### config.mk
export PLATFORM = sky130hd
export DESIGN_NAME = sdes_decrypt_seq
export DESIGN_NICKNAME = d
export VERILOG_FILES = /design/src/rtl/sdes_decrypt_seq.sv
export SDC_FILE = /design/constraint.sdc
export NUM_CORES = 1
export LEC_CHECK = 0
export BUFFER_PORTS_ARGS = -buffer_cell sky130_fd_sc_hd__buf_2
export CAP_MARGIN = 20
export CELL_PAD_IN_SITES_DETAIL_PLACEMENT = 1
export CELL_PAD_IN_SITES_GLOBAL_PLACEMENT = 1
export CORE_ASPECT_RATIO = 1.1
export CORE_MARGIN = 2
export CORE_UTILIZATION = 33
export CTS_BUF_LIST = sky130_fd_sc_hd__clkbuf_16
export CTS_CLUSTER_DIAMETER = 40
export CTS_CLUSTER_SIZE = 30
export DETAILED_ROUTE_END_ITERATION = 8
export GPL_ROUTABILITY_DRIVEN = 0
export HOLD_SLACK_MARGIN = 0.03
export PLACE_DENSITY_LB_ADDON = 0.15
export SKIP_CTS_REPAIR_TIMING = 1
export SYNTH_ARGS = -nofsm -noshare
export SYNTH_HDL_FRONTEND = slang
export SYNTH_SLANG_ARGS = --single-unit
### constraint.sdc
create_clock -name clk -period 2.2 [get_ports clk]
set_clock_uncertainty 0.2 [all_clocks]
set_input_delay 0.44 -clock clk [delete_from_list [all_inputs] [get_ports clk]]
set_output_delay 0.44 -clock clk [all_outputs]
set_load 0.02 [all_outputs]
### src/rtl/sdes_decrypt_seq.sv
// sdes_decrypt_seq: multi-cycle S-DES decryption engine.
// Accepts ciphertext + 10-bit key on a valid/ready handshake, derives K1/K2,
// runs the two Feistel rounds in reverse key order (K2 then K1) and presents
// the plaintext on a second valid/ready handshake. Fixed 4-cycle latency.
module sdes_decrypt_seq (
  input  logic       clk,
  input  logic       reset,
  input  logic [9:0] key10,
  input  logic [7:0] ct_in,
  input  logic       in_valid,
  output logic       in_ready,
  output logic [7:0] pt_out,
  output logic       out_valid,
  input  logic       out_ready
);

  typedef enum logic [2:0] {
    IDLE = 3'd0,
    KEY  = 3'd1,
    RND1 = 3'd2,
    RND2 = 3'd3,
    FIN  = 3'd4,
    DONE = 3'd5
  } state_t;

  state_t     state_reg;
  state_t     state_next;

  logic [9:0] key_reg;
  logic [7:0] ct_reg;
  logic [7:0] k1_reg;
  logic [7:0] k2_reg;
  logic [7:0] data_reg;
  logic [7:0] pt_reg;
  logic       out_valid_reg;

  // Positions are 1-based with 1 = MSB, so position p of an n-bit word is bit n-p.

  function automatic logic [9:0] p10(input logic [9:0] k);
    p10 = {k[7], k[5], k[8], k[3], k[6], k[0], k[9], k[1], k[2], k[4]};
  endfunction

  // P8 only draws on positions 3..10, so it takes the low 8 bits of the 10-bit word.
  function automatic logic [7:0] p8(input logic [7:0] k);
    p8 = {k[4], k[7], k[3], k[6], k[2], k[5], k[0], k[1]};
  endfunction

  function automatic logic [7:0] ip(input logic [7:0] x);
    ip = {x[6], x[2], x[5], x[7], x[4], x[0], x[3], x[1]};
  endfunction

  function automatic logic [7:0] ip_inv(input logic [7:0] x);
    ip_inv = {x[4], x[7], x[5], x[3], x[1], x[6], x[0], x[2]};
  endfunction

  function automatic logic [7:0] ep(input logic [3:0] r);
    ep = {r[0], r[3], r[2], r[1], r[2], r[1], r[0], r[3]};
  endfunction

  function automatic logic [3:0] p4(input logic [3:0] s);
    p4 = {s[2], s[0], s[1], s[3]};
  endfunction

  // S-box index = {row, col} with row = bits 1,4 and col = bits 2,3.
  function automatic logic [1:0] s0(input logic [3:0] x);
    logic [1:0] v;
    v = 2'd0;
    case ({x[3], x[0], x[2], x[1]})
      4'd0:  v = 2'd1;
      4'd1:  v = 2'd0;
      4'd2:  v = 2'd3;
      4'd3:  v = 2'd2;
      4'd4:  v = 2'd3;
      4'd5:  v = 2'd2;
      4'd6:  v = 2'd1;
      4'd7:  v = 2'd0;
      4'd8:  v = 2'd0;
      4'd9:  v = 2'd2;
      4'd10: v = 2'd1;
      4'd11: v = 2'd3;
      4'd12: v = 2'd3;
      4'd13: v = 2'd1;
      4'd14: v = 2'd3;
      default: v = 2'd2;
    endcase
    return v;
  endfunction

  function automatic logic [1:0] s1(input logic [3:0] x);
    logic [1:0] v;
    v = 2'd0;
    case ({x[3], x[0], x[2], x[1]})
      4'd0:  v = 2'd0;
      4'd1:  v = 2'd1;
      4'd2:  v = 2'd2;
      4'd3:  v = 2'd3;
      4'd4:  v = 2'd2;
      4'd5:  v = 2'd0;
      4'd6:  v = 2'd1;
      4'd7:  v = 2'd3;
      4'd8:  v = 2'd3;
      4'd9:  v = 2'd0;
      4'd10: v = 2'd1;
      4'd11: v = 2'd0;
      4'd12: v = 2'd2;
      4'd13: v = 2'd1;
      4'd14: v = 2'd0;
      default: v = 2'd3;
    endcase
    return v;
  endfunction

  // One Feistel round: left half mixed with F(right, subkey), right passes through.
  function automatic logic [7:0] fk(input logic [7:0] d, input logic [7:0] k);
    logic [7:0] e;
    logic [3:0] s;
    e = ep(d[3:0]) ^ k;
    s = {s0(e[7:4]), s1(e[3:0])};
    return {d[7:4] ^ p4(s), d[3:0]};
  endfunction

  function automatic logic [7:0] sw(input logic [7:0] d);
    sw = {d[3:0], d[7:4]};
  endfunction

  // Key schedule from the latched key: LS1 per half for K1, two more rotations for K2.
  logic [9:0] p10_key;
  logic [9:0] ls1_key;
  logic [9:0] ls3_key;
  logic [7:0] k1_calc;
  logic [7:0] k2_calc;

  assign p10_key = p10(key_reg);
  assign ls1_key = {p10_key[8:5], p10_key[9], p10_key[3:0], p10_key[4]};
  assign ls3_key = {ls1_key[7:5], ls1_key[9:8], ls1_key[2:0], ls1_key[4:3]};
  assign k1_calc = p8(ls1_key[7:0]);
  assign k2_calc = p8(ls3_key[7:0]);

  // State register.
  always_ff @(posedge clk) begin
    if (reset) begin
      state_reg <= IDLE;
    end else begin
      state_reg <= state_next;
    end
  end

  // Next-state decode: one step per cycle, waits only in IDLE and DONE.
  always_comb begin
    state_next = state_reg;
    case (state_reg)
      IDLE:    if (in_valid) state_next = KEY;
      KEY:     state_next = RND1;
      RND1:    state_next = RND2;
      RND2:    state_next = FIN;
      FIN:     state_next = DONE;
      DONE:    if (out_ready) state_next = IDLE;
      default: state_next = IDLE;
    endcase
  end

  // Datapath: latch inputs, build subkeys, run rounds, publish and hold the result.
  always_ff @(posedge clk) begin
    if (reset) begin
      key_reg       <= 10'd0;
      ct_reg        <= 8'd0;
      k1_reg        <= 8'd0;
      k2_reg        <= 8'd0;
      data_reg      <= 8'd0;
      pt_reg        <= 8'd0;
      out_valid_reg <= 1'b0;
    end else begin
      case (state_reg)
        IDLE: begin
          if (in_valid) begin
            key_reg <= key10;
            ct_reg  <= ct_in;
          end
        end
        KEY: begin
          k1_reg   <= k1_calc;
          k2_reg   <= k2_calc;
          data_reg <= ip(ct_reg);
        end
        RND1: data_reg <= fk(data_reg, k2_reg);
        RND2: data_reg <= fk(sw(data_reg), k1_reg);
        FIN: begin
          pt_reg        <= ip_inv(data_reg);
          out_valid_reg <= 1'b1;
        end
        DONE: begin
          if (out_ready) out_valid_reg <= 1'b0;
        end
        default: ;
      endcase
    end
  end

  assign in_ready  = (state_reg == IDLE) && !reset;
  assign pt_out    = pt_reg;
  assign out_valid = out_valid_reg;

endmodule

* Yosys cells after proc, flatten, opt, wreduce, memory -nomap -nowiden *
Memories as Yosys holds them, arrays and structs flattened.
Index checks and enable logic that the tools add are counted.

operators by class
  equality and inequality tests = 7
  multiplexer cells = 14
  bitwise gates (word level) = 5
  reductions and logical operators = 10

operator list
  cell                                                  count
  one-hot mux 8 bit (3 select lines)                    1
  one-hot mux 3 bit (6 select lines)                    1
  2-to-1 mux 2 bit                                      8
  XOR 8 bit                                             2
  AND reduction 2 bit                                   4
  XOR 4 bit                                             2
  equality test 3 x 2 -> 1 bit (second input constant)  2
  equality test 3 bit (second input constant)           2
  2-to-1 mux 3 bit                                      2
  inequality test 2 bit (second input constant)         2
  nonzero test 2 bit                                    2
  equality test 3 x 1 -> 1 bit (second input constant)  1
  zero test 3 bit                                       1
  nonzero test 3 bit                                    1
  one-hot mux 1 bit (2 select lines)                    1
  logical AND 1 bit                                     1
  zero test 1 bit                                       1
  2-to-1 mux 1 bit                                      1
  NOT 1 bit                                             1

word-level totals
  register bits = 54
  memory bits (read-only) = 128
  bits of input ports = 22
  output and inout bits = 10
  logic and storage cells = 49
  memories kept = 4

memories
  memory           depth  bits a word  rd ports  clocked after Yosys merged registers in  wr ports  line  RTL
  (no name shown)  16     2            1         0                                        0         68    case ({x[3], x[0], x[2], x[1]})
  (no name shown)  16     2            1         0                                        0         92    case ({x[3], x[0], x[2], x[1]})
  (no name shown)  16     2            1         0                                        0         68
  (no name shown)  16     2            1         0                                        0         92

* Depth between registers and ports, before layout *
An unclocked memory read counts as a cell.

  depth in word-level cells = 6
  mapped depth = 9
  gate-level depth less buffers = 8

* Least setup slack after synthesis *
Ideal clock, no wire load.

  kind = in2out
  start point = in reset
  end point = out in_ready
  arrival = 1.402 ns
  data required time = 1.560 ns
  slack = 0.158 ns
  cell stages on the path = 3
  buffers on the path = 2
  cell sequence = clkbuf_1 > clkbuf_1 > nor4_1

between the ends
  word-level cells in the longest chain between the ends = 2

RTL lines
  element            line  RTL
  from (decl)        7     input logic reset,
  zero test 1 bit    199   assign in_ready = (state_reg == IDLE) && !reset;
  logical AND 1 bit  199
  to (decl)          11    output logic in_ready,

Every way passes these cells.

* Final worst setup path *
  start point = reg data_reg[5]
  end point = reg data_reg[5]

between the ends
  word-level cells in the longest chain between the ends = 6
  elaborated cells between the ends (all ways) = 7
  classes of those cells = 3 x mux; 3 x bitwise; 1 x memory

RTL lines
  element                                 line  RTL
  from (decl)                             33    logic [7:0] data_reg;
  from (signal assigned)                  183   data_reg <= ip(ct_reg);
  from (signal assigned)                  185   RND1: data_reg <= fk(data_reg, k2_reg);
  from (signal assigned)                  186   RND2: data_reg <= fk(sw(data_reg), k1_reg);
  XOR 8 bit                               117   e = ep(d[3:0]) ^ k;
  memory (16 x 2 bit)                     n/a
  2-to-1 mux 2 bit                        173   case (state_reg)
  2-to-1 mux 2 bit                        164   if (reset) begin
  XOR 4 bit                               119   return {d[7:4] ^ p4(s), d[3:0]};
  one-hot mux 8 bit (3 select lines) (*)  173

Mark *: on every way between the ends. The rest lies on a longest branch, timed or not. The select of a mux whose other input is x is not followed.
A chain may end at the register's enable or synchronous reset.

==> impl_metrics.env <==
export IMPL_outcome="finished, final reports clean"
export IMPL_power_mw=2.58
export IMPL_cp_end_kind="flip-flop"
export IMPL_hold_slack_ns=0.179
export IMPL_route_antenna_remaining_nets=0
export IMPL_die_h_um=93.0
export IMPL_fin_area_mm2=0.00283
export IMPL_criticalPathCategory="reg -> reg"
export IMPL_io_pins=32
export IMPL_grt_pass1_vias=1918
export IMPL_synthFlopType="dfxtp_1"
export IMPL_syn_to_final_growth_pct=19.1
export IMPL_ys_warnings_count=0
export IMPL_fin_ws_ns=0.154
export IMPL_cp_top_family="flip-flops"
export IMPL_critPathArrivalTime_ns=2.03
export IMPL_route_detailed_drc=0
export IMPL_dp_slack_ns=0.0826
export IMPL_synth_cell_types=38
export IMPL_clk_latency_ns=0.29
export IMPL_synth_top_cell_by_area="dfxtp_1"
export IMPL_slowest_stage="dfxtp_2"
export IMPL_die_area_mm2=0.00790
export IMPL_synth_compound_area_share_pct=12.3
export IMPL_diodes=0
export IMPL_fp_row_count=32
export IMPL_async_flop_share_pct=0
export IMPL_critPathBufInv=1
export IMPL_cts_inserted_buffers=5
export IMPL_place_inst=393
export IMPL_synth_xor_area_share_pct=10.6
export IMPL_ys_seq_elements=48
export IMPL_timing_final_hold_violations=0
export IMPL_synth_top_area_share_pct=40.4
export IMPL_cts_buffer_depth=2
export IMPL_rsz0062_at_grt="no"
export IMPL_synth_area_leaders="dfxtp_1 40%, mux2i_1 12%, nand2_1 7.4%, xnor2_1 6.3%, nor2_1 5.8%"
export IMPL_avgRoutedWirePerCell_um=14.9
export IMPL_largest_register_ffs=10
export IMPL_io_buffers=31
export IMPL_tightest_slew_ns=0.599
export IMPL_setup_tns_ns=0
export IMPL_vias=1999
export IMPL_synthAdderAreaFrac_pct=1.05
export IMPL_crit_chain="xnor2_2 -> ha_1 -> inv_1 -> mux2i_1 -> a211oi_1 -> o31ai_2 -> nor2_1 -> nor4_1"
export IMPL_viasPerCell=4.99
export IMPL_synth_common_cells="48 x dfxtp_1, 47 x nand2_1, 37 x nor2_1"
export IMPL_grt_overflow=0
export IMPL_grt_max_degree=27
export IMPL_antenna_found_initial=0
export IMPL_fin_nets=339
export IMPL_powerDensity_mw_per_mm2=914
export IMPL_synth_most_common_cell="dfxtp_1"
export IMPL_grt_usage_pct=15.9
export IMPL_start_util_pct=33.9
export IMPL_min_period_ns=2.05
export IMPL_ir_worst_vdd_mv=0.331
export IMPL_timing_final_crit_share_pct=93.0
export IMPL_grt_pass1_wl_um=9790
export IMPL_first_pass_iters=4
export IMPL_drive_gt1_share_pct=20.6
export IMPL_fmax_ghz=0.489
export IMPL_cts_clk_slew_worst_paths_ns=0.07
export IMPL_dp_hpwl_um=4490
export IMPL_syn_inst=284
export IMPL_syn_num_nets=308
export IMPL_startpoint_type="flip-flop"
export IMPL_place_area_mm2=0.00265
export IMPL_yosysSeqAreaShare_pct=40.4
export IMPL_clock_sinks=48
export IMPL_cap_viol_max_count=0
export IMPL_finalWirelength_um=5980
export IMPL_fin_util_pct=40.4
export IMPL_fin_cells=401
export IMPL_critPathRequiredTime_ns=2.19
export IMPL_die_x_um=84.9
export IMPL_postSynthAreaPerCell_um2=8.37
export IMPL_design_core_area_mm2=0.00701
export IMPL_max_stage_delay_ns=0.44
export IMPL_setup_violations=0
export IMPL_yosys_mux_area_fraction_pct=11.8
export IMPL_synth_simple_area_share_pct=18.8
export IMPL_slew_viol_final=0
export IMPL_cellLeakagePower_nw=1.16
export IMPL_hold_path_class="in -> reg"
export IMPL_slew_headroom_pct=60.0
export IMPL_clock_root_buffer="clkbuf_16"
export IMPL_cp_max_fo=7
export IMPL_drt_initial_drc_count=86
export IMPL_synth_top_family_by_area="simple AND/OR/NAND/NOR gates"
export IMPL_synth_area_mm2=0.00238
export IMPL_cts_htree_levels=2
export IMPL_cts_tree="built"
export IMPL_synth_enable_flop_cells=0
worst register-to-register path: cells and delay by family, from the launching register on:
family	cells	cell delay, ns
AOI/OAI and AO/OA	2	0.40
xor gates and xnor gates	1	0.16
adders and majority gates	1	0.19
buffers and inverters	1	0.04
DFF	1	0.44
muxes	1	0.17
and+or+nand+nor	2	0.34
path summary, 6_finish.rpt:
kind                            slack, ns         from          end  cells after the start
worst max-delay path                 0.15  data_reg[5]  data_reg[5]                      8
worst min-delay path                 0.18     ct_in[5]    ct_reg[5]                      3
worst max register to register       0.15  data_reg[5]  data_reg[5]                      8
worst min register to register       0.26   key_reg[2]   key_reg[2]                      2
power by group:
part           internal [mW]  total (mW)  switching [mW]  leakage, nW
registers              0.941        1.03          0.0859        0.393
clock network          0.535       0.877           0.343       0.0814
logic                  0.311       0.680           0.370        0.687
layer usage:
| layer | wire, um | share of wire [%] | vias to the layer above | track usage [%] |
|---|---|---|---|---|
| met4 | 104 | 1.7 | 0 | 5.69 |
| met2 | 2800 | 47 | 24 | 25.7 |
| met3 | 147 | 2.5 | 8 | 2.65 |
| met5 | 0 | 0 | - | 0 |
| met1 | 2920 | 49 | 948 | 21.5 |
| li1 | - | - | 1019 | - |
final cells by class:
type                       instances  area (um^2)
clock buffer                       5          125
clock inverter                     3         42.5
fill                             829         4180
inverter                           3         11.3
multi-input combinational        210         1300
sequential                        48          966
tap                               85          106
timing repair buffer              47          275
cells in the final DEF, fill, tap and decap left out, types with 2 or more instances in the layout:
master and n:
a211oi_1 7, a21oi_1 25, and2_1 2, buf_2 31
buf_4 16, clkbuf_16 5, dfxtp_1 44, dfxtp_2 4
ha_1 2, inv_1 3, mux2i_1 28, nand2_1 47
nand2b_1 3, nor2_1 37, nor2b_1 3, nor3_1 6
nor3b_1 2, nor4_1 2, o21ai_0 5, xnor2_1 16
xnor2_2 3, xor2_1 8
cells by family (layout without fill, tap and decap cells):
logic type	Yosys count	after routing
AND/OR/NAND/NOR	106	106
flip-flops	48	48
AO/OA/AOI/OAI	47	47
multiplexers	28	28
XOR/XNOR	27	27
buffers and inverters	26	58
adder cells (fa/ha/maj)	2	2
Power figures use the tool's default switching activity.
